[src/rtl/ctrl_lgc.sv]
// ctrl_lgc: control logic for an 8259-style programmable interrupt controller.
//
// Purpose:
//   - Decodes ICW1-4 and the OCW2/OCW3 commands.
//   - Holds the mode bits LTIM, SNGL, IC4, AEOI and BUF.
//   - Raises the CPU interrupt request.
//   - Runs the two-pulse INTA handshake that sets the ISR bit and enables
//     the vector drivers.
//   - Issues EOI pulses and selects which register the read path returns.
//
// Configuration:
//   CTRLLGC_AEOI_EN
//     Defined:   ICW4 D[1] sets automatic-EOI mode, and an EOI pulse follows
//                the second INTA pulse.
//     Undefined: ar is held at 0 and EOI comes only from OCW2.
//
// Ports:
//   clk, reset      rising-edge clock; synchronous active-high reset
//   D, a0           write data and address bit of the current bus access
//   wrflg, rdflag   one-cycle write and read strobes
//   inta            interrupt acknowledge level, synchronous to clk
//   S               SP/EN pin: 1 = master, 0 = slave
//   CLsig           cascade address matches this device
//   R               winning request vector from the resolver (bit 0 highest)
//   Mask            IMR contents
//   isr, irr        any ISR bit set / any IRR bit set
//   isprior         winning request outranks the highest in-service level
//   intr            registered interrupt request to the CPU
//                   (named intr because int is a reserved keyword)
//   ino             one-cycle pulse that sets ISR bit Y and clears its IRR bit
//   en              vector/data bus drive enable (combinational)
//   buff, LTIM, ar  ICW4 BUF, ICW1 LTIM and ICW4 AEOI mode bits
//   eoi             one-cycle EOI pulse to the ISR block
//   rwadr           one-hot read select: 001 IRR, 010 ISR, 100 IMR
//                   (combinational override during IMR reads)
//   Y               level of the acknowledged request, latched at the first INTA
module ctrl_lgc (
    input  logic       clk,
    input  logic       reset,
    input  logic [7:0] D,
    input  logic       a0,
    input  logic       wrflg,
    input  logic       rdflag,
    input  logic       inta,
    input  logic       S,
    input  logic       CLsig,
    input  logic [7:0] R,
    input  logic [7:0] Mask,
    input  logic       isr,
    input  logic       irr,
    input  logic       isprior,
    output logic       intr,
    output logic       ino,
    output logic       en,
    output logic       buff,
    output logic       LTIM,
    output logic       eoi,
    output logic       ar,
    output logic [2:0] rwadr,
    output logic [2:0] Y
);

    localparam int unsigned DW = 8;
    localparam int unsigned SW = 3;
    localparam int unsigned CW = 2;

    localparam logic [SW-1:0] SEL_IRR = 3'b001;
    localparam logic [SW-1:0] SEL_ISR = 3'b010;
    localparam logic [SW-1:0] SEL_IMR = 3'b100;

    localparam logic [CW-1:0] CNT_IDLE = 2'd0;
    localparam logic [CW-1:0] CNT_ONE  = 2'd1;
    localparam logic [CW-1:0] CNT_TWO  = 2'd2;

    typedef enum logic [2:0] {
        UNINIT = 3'd0,
        W_ICW2 = 3'd1,
        W_ICW3 = 3'd2,
        W_ICW4 = 3'd3,
        READY  = 3'd4
    } state_t;

    state_t        state, state_n;
    logic          sngl, sngl_n;
    logic          ic4, ic4_n;
    logic          ltim_n, buff_n, ar_n;
    logic [SW-1:0] sel_q, sel_n;
    logic [CW-1:0] cnt, cnt_n;
    logic [SW-1:0] y_n;
    logic          ino_n, eoi_n, int_n;
    logic          inta_d;

    logic          icw1, wr_hi, ocw2, ocw3;
    logic          ready, inta_rise, inta_fall, ack_rise, ack_fall;
    logic          pending, slave_ok, rd_en, inta_en;
    logic          unused_dbits;

    // Data bits this block never inspects.
    assign unused_dbits = ^{D[7:6], D[2]};

    // Binary index of the lowest set bit; 0 when nothing is set.
    function automatic logic [SW-1:0] lsb_enc(input logic [DW-1:0] v);
        logic [SW-1:0] idx;
        idx = '0;
        for (int i = DW - 1; i >= 0; i--) begin
            if (v[i]) idx = SW'(i);
        end
        return idx;
    endfunction

    // Command decode.
    assign icw1  = wrflg & ~a0 & D[4];
    assign wr_hi = wrflg & a0;
    assign ocw2  = wrflg & ~a0 & (D[4:3] == 2'b00);
    assign ocw3  = wrflg & ~a0 & (D[4:3] == 2'b01);
    assign ready = (state == READY);

    // INTA edges count only in READY, and an ICW1 in the same cycle discards them.
    assign inta_rise = inta & ~inta_d;
    assign inta_fall = ~inta & inta_d;
    assign ack_rise  = inta_rise & ready & ~icw1;
    assign ack_fall  = inta_fall & ready & ~icw1;

    // Unmasked request that the in-service state allows through.
    assign pending = irr & (|(R & ~Mask)) & (~isr | isprior);

    // Bus drive: during a read in unbuffered mode, or for the whole second
    // INTA pulse (including its rising-edge cycle) when this device supplies
    // the vector.
    assign slave_ok = S | sngl | CLsig;
    assign rd_en    = rdflag & ~buff;
    assign inta_en  = inta & ready & slave_ok &
                      ((cnt == CNT_TWO) | ((cnt == CNT_ONE) & inta_rise & ~icw1));
    assign en       = rd_en | inta_en;

    // IMR reads override the stored select for that cycle only.
    assign rwadr = (rdflag & a0) ? SEL_IMR : sel_q;

    // Next-state and next-output logic.
    always_comb begin
        state_n = state;
        sngl_n  = sngl;
        ic4_n   = ic4;
        ltim_n  = LTIM;
        buff_n  = buff;
        ar_n    = ar;
        sel_n   = sel_q;
        cnt_n   = cnt;
        y_n     = Y;
        ino_n   = 1'b0;
        eoi_n   = 1'b0;
        int_n   = 1'b0;

        if (icw1) begin
            ltim_n  = D[3];
            sngl_n  = D[1];
            ic4_n   = D[0];
            ar_n    = 1'b0;
            buff_n  = 1'b0;
            sel_n   = SEL_IRR;
            cnt_n   = CNT_IDLE;
            state_n = W_ICW2;
        end else begin
            case (state)
                W_ICW2: begin
                    if (wr_hi) begin
                        if (!sngl)    state_n = W_ICW3;
                        else if (ic4) state_n = W_ICW4;
                        else          state_n = READY;
                    end
                end
                W_ICW3: begin
                    if (wr_hi) state_n = ic4 ? W_ICW4 : READY;
                end
                W_ICW4: begin
                    if (wr_hi) begin
                        buff_n  = D[3];
`ifdef CTRLLGC_AEOI_EN
                        ar_n    = D[1];
`else
                        ar_n    = 1'b0;
`endif
                        state_n = READY;
                    end
                end
                READY: begin
                    if (ocw2 && D[5]) eoi_n = 1'b1;
                    if (ocw3 && D[1]) sel_n = D[0] ? SEL_ISR : SEL_IRR;

                    // Two-pulse acknowledge: the first edge latches the
                    // level and sets the ISR; the second edge enables the
                    // vector; the trailing fall ends the sequence.
                    if (ack_rise && cnt == CNT_IDLE) begin
                        cnt_n = CNT_ONE;
                        ino_n = 1'b1;
                        y_n   = lsb_enc(R);
                    end else if (ack_rise && cnt == CNT_ONE) begin
                        cnt_n = CNT_TWO;
                    end else if (ack_fall && cnt == CNT_TWO) begin
                        cnt_n = CNT_IDLE;
                        if (ar) eoi_n = 1'b1;
                    end
                end
                default: begin
                    state_n = state;
                end
            endcase
        end

        // Evaluated on next-cycle state so the request drops together with ino.
        int_n = (state_n == READY) & pending & (cnt_n == CNT_IDLE);
    end

    // State register.
    always_ff @(posedge clk) begin
        if (reset) state <= UNINIT;
        else       state <= state_n;
    end

    // Mode, sequence and output registers.
    always_ff @(posedge clk) begin
        if (reset) begin
            sngl   <= 1'b0;
            ic4    <= 1'b0;
            LTIM   <= 1'b0;
            buff   <= 1'b0;
            ar     <= 1'b0;
            sel_q  <= SEL_IRR;
            cnt    <= CNT_IDLE;
            Y      <= '0;
            ino    <= 1'b0;
            eoi    <= 1'b0;
            intr   <= 1'b0;
            inta_d <= 1'b0;
        end else begin
            sngl   <= sngl_n;
            ic4    <= ic4_n;
            LTIM   <= ltim_n;
            buff   <= buff_n;
            ar     <= ar_n;
            sel_q  <= sel_n;
            cnt    <= cnt_n;
            Y      <= y_n;
            ino    <= ino_n;
            eoi    <= eoi_n;
            intr   <= int_n;
            inta_d <= inta;
        end
    end

endmodule

[config.mk]
export PLATFORM = sky130hd
export DESIGN_NAME = ctrl_lgc
export DESIGN_NICKNAME = d
export VERILOG_FILES = /design/src/rtl/ctrl_lgc.sv
export SDC_FILE = /design/constraint.sdc
export NUM_CORES = 1
export LEC_CHECK = 0
export CAP_MARGIN = 10
export CORE_MARGIN = 1
export CORE_UTILIZATION = 37
export CTS_BUF_LIST = sky130_fd_sc_hd__clkbuf_4 sky130_fd_sc_hd__clkbuf_8
export DETAILED_ROUTE_END_ITERATION = 16
export GPL_ROUTABILITY_DRIVEN = 0
export PLACE_DENSITY = 0.85
export SLEW_MARGIN = 20
export SYNTH_ARGS = -nofsm -noshare
export SYNTH_HDL_FRONTEND = slang
export SYNTH_SLANG_ARGS = --single-unit
[constraint.sdc]
create_clock -name clk -period 1.95 [get_ports clk]
set_input_delay 0.4875 -clock clk [delete_from_list [all_inputs] [get_ports clk]]
set_output_delay 0.4875 -clock clk [all_outputs]
set_load 0.03 [all_outputs]
* After elaboration in Yosys (flattened, before gate mapping)
Index checks and enable logic that the tools add are counted.
Widths: inputs -> output; s select.
** Storage, ports and cells
- Register bits :: 19
- Input port bits :: 35
- Output and inout port bits :: 13
- Logic and storage cells :: 94
** Operators by class
- Eq/ne operators :: 8
- Multiplexer cells :: 24
- Bitwise logic cells :: 36
- Reductions and logical operators :: 14
** Operators with widths (number)
- $mux 3 :: 15
- $and 1x1->1 :: 22
- $mux 2 :: 6
- $pmux 3 s3 :: 1
- $and 8x8->8 :: 1
- $not 8->8 :: 1
- $reduce_or 8->1 :: 1
- $not 1->1 :: 7
- $eq 3x2->1 const B :: 2
- $eq 3x3->1 const B :: 2
- $logic_not 2->1 :: 3
- $logic_and 1x1->1 :: 5
- $or 1x1->1 :: 5
- $eq 2x1->1 const B :: 2
- $reduce_and 2->1 :: 2
- $eq 3x1->1 const B :: 1
- $reduce_and 3->1 :: 1
- $reduce_or 3->1 :: 1
- $eq 2x2->1 const B :: 1
- $mux 1 :: 2
- $reduce_or 2->1 :: 1

* Logic depth before layout (Yosys ltp)
Gate-level depths: netlist (run 1).
- Depth after elaboration :: 13
- Mapped depth :: 7
- Depth with buffers taken out :: 5

* Least setup slack after synthesis (run 1)
OpenSTA, ideal clock, no wires.
- Path kind :: input -> output
- Start :: in a0
- End :: out en
- Data arrival time :: 1.625 ns
- Required time :: 1.462 ns
- Setup slack :: -0.163 ns
- Cell stages on the path :: 3
- Buffers on the path :: 0
- Cells stage by stage :: nand3b_1 > a41oi_1 > o32ai_1
** Between the ends
- Longest elaborated chain between the ends :: 8
** RTL lines
- from (decl) :: RTL line 41 : input logic a0,
- $not 1->1 :: RTL line 112 : assign icw1 = wrflg & ~a0 & D[4];
- $and 1x1->1 (2 in a row) :: RTL line 112
- $not 1->1 (no line)
- $and 1x1->1 :: RTL line 133 : ((cnt == CNT_TWO) | ((cnt == CNT_ONE) & inta_rise & ~icw1));
- $or 1x1->1 :: RTL line 133
- $and 1x1->1 :: RTL line 132 : assign inta_en = inta & ready & slave_ok &
- $or 1x1->1 :: RTL line 134 : assign en = rd_en | inta_en;
- to (decl) :: RTL line 54 : output logic en,
Every way passes these cells.

* Final worst setup path (run 1)
- Start :: reg state[1]
- End :: out en
** Between the ends
- Longest elaborated chain between the ends :: 5
** RTL lines
- from (decl) :: RTL line 83 : state_t state, state_n;
- from (signal assigned) :: RTL line 217 : else state <= state_n;
- $eq 3x3->1 :: RTL line 116 : assign ready = (state == READY);
- $and 1x1->1 (3 in a row) :: RTL line 132
- $or 1x1->1 :: RTL line 134
Every way passes these cells.

==> results of run 1 <==
[how the worst max path moves through the flow]
| stage | from | to | slack (ns) | cells past startpoint |
|---|---|---|---|---|
| 6_report | state[1]$_SDFF_PP0_ | en | -0.07 | 4 |
| 5_1_grt | state[1]$_SDFF_PP0_ | en | -0.11 | 4 |
| 4_1_cts | D[4] | en | 0.0008 | 5 |
| 3_5_place_dp | a0 | intr$_SDFF_PP0_ | -0.45 | 7 |
| 3_3_place_gp | a0 | Y[1]$_SDFFE_PP0P_ | -0.43 | 5 |
| 2_1_floorplan | D[4] | Y[1]$_SDFFE_PP0P_ | -0.08 | 6 |
[Yosys cell counts, types with 2 or more instances]
cell and n:
dfxtp_1 18, inv_1 13, nand2_1 13, nor2_1 12, a21oi_1 7, o22ai_1 5, nor2b_1 4, clkbuf_1 3
mux2i_1 3, nand2b_1 3, nand3b_1 3, nor3_1 3, o21ai_0 3, a41oi_1 2, nand4_1 2, nor4bb_1 2
or4_1 2, or4b_1 2
[state kept, by name (all words and copies together) (netlist names)]
signal and count:
LTIM 1, Y 3, buff 1, cnt 2, eoi 1, ic4 1
ino 1, inta_d 1, intr 1, sel_q 2, sngl 1, state 3
[power by group through the flow]
| stage | clock (mW) | sequential, mW | combinational [mW] |
|---|---|---|---|
| final | 0.182 | 0.376 | 0.163 |
| after global routing | 0.195 | 0.377 | 0.174 |
| after CTS | 0.185 | 0.377 | 0.158 |
| after detailed placement | 0 | 0.385 | 0.161 |
| after global placement | 0 | 0.385 | 0.156 |
| after floorplan | 0 | 0.385 | 0.0552 |
[through the flow]
| step | std cells | hold WS [ns] | TNS [ns] | setup slack (ns) |
|---|---|---|---|---|
| after global placement | 207 | 0.450 | -2.82 | -0.427 |
| after detailed placement | 207 | 0.454 | -2.68 | -0.448 |
| after global routing | 209 | 0.490 | -0.107 | -0.107 |
| after CTS | 208 | 0.476 | 0 | 0.000830 |
| final | 209 | 0.467 | -0.0743 | -0.0743 |
| after floorplan | 124 | 0.452 | -0.0777 | -0.0777 |
[timing repair]
| item | CTS | global route |
|---|---|---|
| endpoints found under the setup margin | 7 | 1 |
| cloned | 0 | 0 |
| gates resized for setup | 14 | 6 |
| pin swaps | 3 | 3 |
| buffers inserted | 0 | 1 |
| hold endpoints to repair | 0 | 0 |
[layout make-up]
cell class,count,share of cell area (%)
clock buffer,3,1.42
inverter,13,3.08
timing repair buffer,58,34.0
multi-input combinational,87,36.0
tap,30,2.37
sequential,18,23.2
[critical path, delay by kind of cell (launching register included)]
kind,cells,cell delay [ns]
buffers and inverters,2,0.36
flip-flops,1,0.37
AO/OA/AOI/OAI,1,0.28
AND/OR/NAND/NOR,1,0.24
[logic make-up after synthesis]
| logic type | share of synthesized area (%) |
|---|---|
| AOI/OAI and AO/OA | 19.3 |
| buffers and inverters | 8.56 |
| DFF | 36.8 |
| muxes | 3.07 |
| other | 0.383 |
| and+or+nand+nor | 31.9 |
[per-layer routing]
metal	track usage, %	vias to the layer above	part of all wire, %
met5	0	-	0
met4	6.14	0	1.7
met3	6.03	8	6.7
met2	40.8	63	50
met1	28.6	546	42
li1	-	552	-
==> qor.csv, run 1 <==
metric,value,unit
Critical Path RT,1.46,ns
pin count of the biggest net entering global routing,13,
top_reg_cell synth,dfxtp_1,
"Slew Viols, Final",0,
global route total overflow,0,
Peak VDD IR,527,µV
Worst setup SP type,flop,
Nets,216,
cell breakdown of the critical path,"nand4bb_1, buf_4, o32ai_4, buf_6",
CTS HTree Levels,1,
clock buffer count from CTS,3,
Final Cell Area,1580,µm²
Switch Pwr,187,µW
first-pass GRT wire length,4900,µm
Worst Min Path Start,Y[0]$_SDFFE_PP0P_,
clk_skew,0.0140,ns
port bufs,43,
hold endpoint,Y[0]$_SDFFE_PP0P_,
critical path class,flop to output port,
Hold Crit Class,flop to flop,
failing checks,negative setup slack,
Worst Reg-to-Reg Cells,6,
RSZ-0062 raised after global routing,yes,
Yosys warning count,0,
Ant. Diodes,0,
WL final,3210,µm
critical path's slowest cell,dfxtp_4,
Final Util,63.3,%
post-route ant nets,0,
sw frac,25.9,%
chip width,53.5,µm
R2R Path Start,state[1]$_SDFF_PP0_,
Worst Hold Depth,2,
Die H,53.5,µm
DRT iter0 DRCs,38,
most frequent cells in the layout,"clkdlybuf4s50_1 (33), buf_4 (17), dfxtp_1 (15), inv_1 (13), nand2_1 (13)",
syn_nets,159,
drt via density,5.59,
# setup viols final,1,
number of distinct library cells after synthesis,42,
Tot Pwr,721,µW
"Clk pin slew, worst setup/hold paths",0.11,ns
die area,2860,µm²
Root Buffer,clkbuf_4,
Clock Tree Buf Depth,2,
final worst setup slack,-0.0743,ns
"EDFF count, synth",0,
CTS tree,yes,
vias in the first global route,1073,
CP max FO,4,
"Hold Vio Cnt, Final",0,
IO Count,48,
Total GRT Usage,23.7,%
async set-or-reset flop fraction in the synthesized netlist,0,%
# Max-Cap Violations,0,
initial antenna violation count,0,
Post-Syn Area,980,µm²
Multi-input gate area,569,µm²
DR DRC count,0,
"most common cell after layout, fill and taps aside",clkdlybuf4s50_1,
hold_buf cts,0,
Area contributors post-synth,"dfxtp_1 (37%), inv_1 (5.0%), nand2_1 (5.0%)",
synthesized area per cell,7.90,µm²
Critical Path Max Stage Delay,0.37,ns
CP Data Arrival Time,1.54,ns
layout cell share with drive strength beyond 1,17.3,%
Rows,18,
Wirelength per Cell,15.3,µm
Tcrit/Tclk final,104,%
placed inst area,1530,µm²
Flop pwr share,52.2,%
top-area cell type share of the netlist area,36.8,%
sequential fraction of the synthesis area,36.8,%
Pwr Density,456,nW/µm²
LEAKAGE,0.624,nW
FF-to-FF End,intr$_SDFF_PP0_,
Clock Power Share,25.3,%
Yosys top cell by area,dfxtp_1,
minimum clock period,2.02,ns
hpwl dp,2520,µm
Reg area,367,µm²
Synth Register Bits,18,
vias,1169,
internal power,535,µW
starting density of the core,39.2,%
Max Clk Rate,494,MHz
Pre-antenna DRT Iters,4,
Area Growth Syn to Fin,61.6,%
status,finished with violations,
Clock Latency Late Sink,0.29,ns
CORE AREA,2500,µm²
fillers,208,
flop2flop setup slack,0.08,ns
CP endpoint kind,output port,
clk sinks,18,
Mapped Cells,124,
Logic pwr share,22.5,%
Note: power is estimated with default switching activity, not from simulation.
==> inputs of run 2 (changes only) <==
- CTS_CLUSTER_DIAMETER: not set -> 200
- SETUP_SLACK_MARGIN: not set -> 0.05
==> run 2 against run 1 <==
  * The flow now finishes without violations
  * Register-to-register slack gained 0.02 ns
  * Flip-flop and latch count is the same
  * Highest routed layer unchanged
  * Largest cell class unchanged
  * Core utilization shrank 0.30 points
  * Worst hold slack is essentially flat
  * Sequential power is essentially flat
  * Non-clock buffer count grew 2
  * Combinational power is essentially flat
  * Wire length shrank 0.37%
  * Count of clock-buffer cells in the layout is the same
  * Worst setup slack gained 0.080 ns
  * Maximum frequency grew 4.1%
==> qor.csv, run 2 (synthesis gave the netlist of run 1 again) <==
metric,value,unit,change
CTS HTree Levels,1,,unchanged
clk_skew,0.0108,ns,-0.00320 ns
global route total overflow,0,,unchanged
Switch Pwr,184,µW,-1.6%
critical path class,flop to output port,,
CORE AREA,2500,µm²,unchanged
clock buffer count from CTS,3,,unchanged
Pre-antenna DRT Iters,4,,unchanged
post-route ant nets,0,,unchanged
final cell count without fillers,211,,+0.96%
met3 global-route usage,6.03,%,unchanged
IO Count,48,,unchanged
Reg area,364,µm²,-0.68%
sw frac,25.5,%,-0.36 points
Tcrit/Tclk final,99.7,%,-4.1 points
vias in the first global route,1083,,+0.93%
Worst setup SP type,flop,,
Hold WS,0.467,ns,+0.000305 ns
Peak VDD IR,522,µV,-0.96%
status,"finished, final reports clean",,
Hold Crit Class,flop to flop,,
chip width,53.5,µm,unchanged
"Slew Viols, Final",0,,unchanged
CP Data Arrival Time,1.46,ns,-0.08 ns
starting density of the core,39.2,%,unchanged
initial antenna violation count,0,,unchanged
internal power,537,µW,+0.34%
Pwr Density,457,nW/µm²,+0.32%
hpwl dp,2520,µm,unchanged
Total GRT Usage,24.1,%,+0.48 points
Final Util,63.0,%,-0.30 points
CP max FO,4,,unchanged
DRT iter0 DRCs,26,,-32%
DR DRC count,0,,unchanged
clk sinks,18,,unchanged
Rows,18,,unchanged
Regs by FF count,"Y x3, state x3",,
Critical Path RT,1.46,ns,about the same
most frequent cells in the layout,"clkdlybuf4s50_1 (33), buf_4 (18), dfxtp_1 (15), inv_1 (13), nand2_1 (13)",,
RSZ-0062 raised after global routing,yes,,
vias,1136,,-2.8%
Root Buffer,clkbuf_4,,
fillers,209,,+0.48%
hold_buf cts,0,,unchanged
CTS tree,yes,,
Clock Latency Late Sink,0.29,ns,about the same
Max Clk Rate,514,MHz,+4.1%
Wirelength per Cell,15.1,µm,-1.3%
Ant. Diodes,0,,unchanged
die area,2860,µm²,unchanged
CP endpoint kind,output port,,
pin count of the biggest net entering global routing,13,,unchanged
Flop pwr share,52.4,%,+0.2 points
first-pass GRT wire length,4980,µm,+1.7%
"Hold Vio Cnt, Final",0,,unchanged
gr busiest metal,met2,,
Area Growth Syn to Fin,60.8,%,
# setup viols final,0,,-1
minimum clock period,1.94,ns,-0.0798 ns
port bufs,43,,unchanged
drt via density,5.38,,-3.7%
layout cell share with drive strength beyond 1,19.9,%,+2.6 points
LEAKAGE,0.629,nW,+0.87%
WL final,3190,µm,-0.37%
Logic pwr share,22.8,%,+0.3 points
Inst Count DP,207,,unchanged
Die H,53.5,µm,unchanged
Clock Power Share,24.8,%,-0.5 points
"most common cell after layout, fill and taps aside",clkdlybuf4s50_1,,
"Clk pin slew, worst setup/hold paths",0.10,ns,about the same
global routing met1 resource utilization,28.9,%,+0.34 points
Multi-input gate area,561,µm²,-1.5%
grt met2 use,42.3,%,+1.5 points
Nets,218,,+0.93%
Clock Tree Buf Depth,2,,unchanged
# Max-Cap Violations,0,,unchanged
## run 2: area by class of cell
class / count / area share, %
timing repair buffer: 60 / 34.4
clock buffer: 3 / 1.43
multi-input combinational: 87 / 35.6
tap: 30 / 2.38
sequential: 18 / 23.1
inverter: 13 / 3.10
## run 2: power groups by stage
stage	clock, mW	sequential (mW)	combinational [mW]
2_1_floorplan	0	0.385	0.0552
3_3_place_gp	0	0.385	0.156
3_5_place_dp	0	0.385	0.161
4_1_cts	0.185	0.377	0.162
5_1_grt	0.195	0.378	0.175
6_report	0.179	0.378	0.164
## run 2: per-stage QoR
step	TNS [ns]	area, µm²	power [mW]	worst slack (ns)
floorplan	-0.0777	987	0.440	-0.0777
global placement	-2.82	1530	0.541	-0.427
detailed placement	-2.68	1530	0.547	-0.448
CTS	0	1570	0.724	0.0450
global route	-0.0545	1580	0.749	-0.0354
finish	0	1580	0.720	0.00549
## run 2: final timing paths
check	to	startpoint	depth (start not counted)	slack (ns)
setup reg to reg	sel_q[0]$_SDFFE_PP1P_	state[1]$_SDFF_PP0_	6	0.10
setup / recovery	en	state[2]$_SDFF_PP0_	4	0.005
hold / removal	Y[0]$_SDFFE_PP0P_	Y[0]$_SDFFE_PP0P_	2	0.47
hold reg to reg	Y[0]$_SDFFE_PP0P_	Y[0]$_SDFFE_PP0P_	2	0.47
## run 2: timing repair
item                       in CTS  in global routing
pin swaps                       4                  2
setup endpoints to repair       8                  5
gates resized for setup        25                  1
cloned                          0                  0
setup buffers                   1                  0
## run 2: per-layer routing
metal	share of wire, %	vias up	routed length, µm
met3	4.9	4	157
met1	43	540	1380
li1	-	557	-
met2	51	35	1620
met5	0	-	0
met4	1.1	0	35
## run 2: worst max-delay path, stage by stage (launching register included)
cell and delay, ns:
dfxtp_1 0.41, nand4bb_1 0.16, buf_4 0.18, o32ai_2 0.21
buf_4 0.20
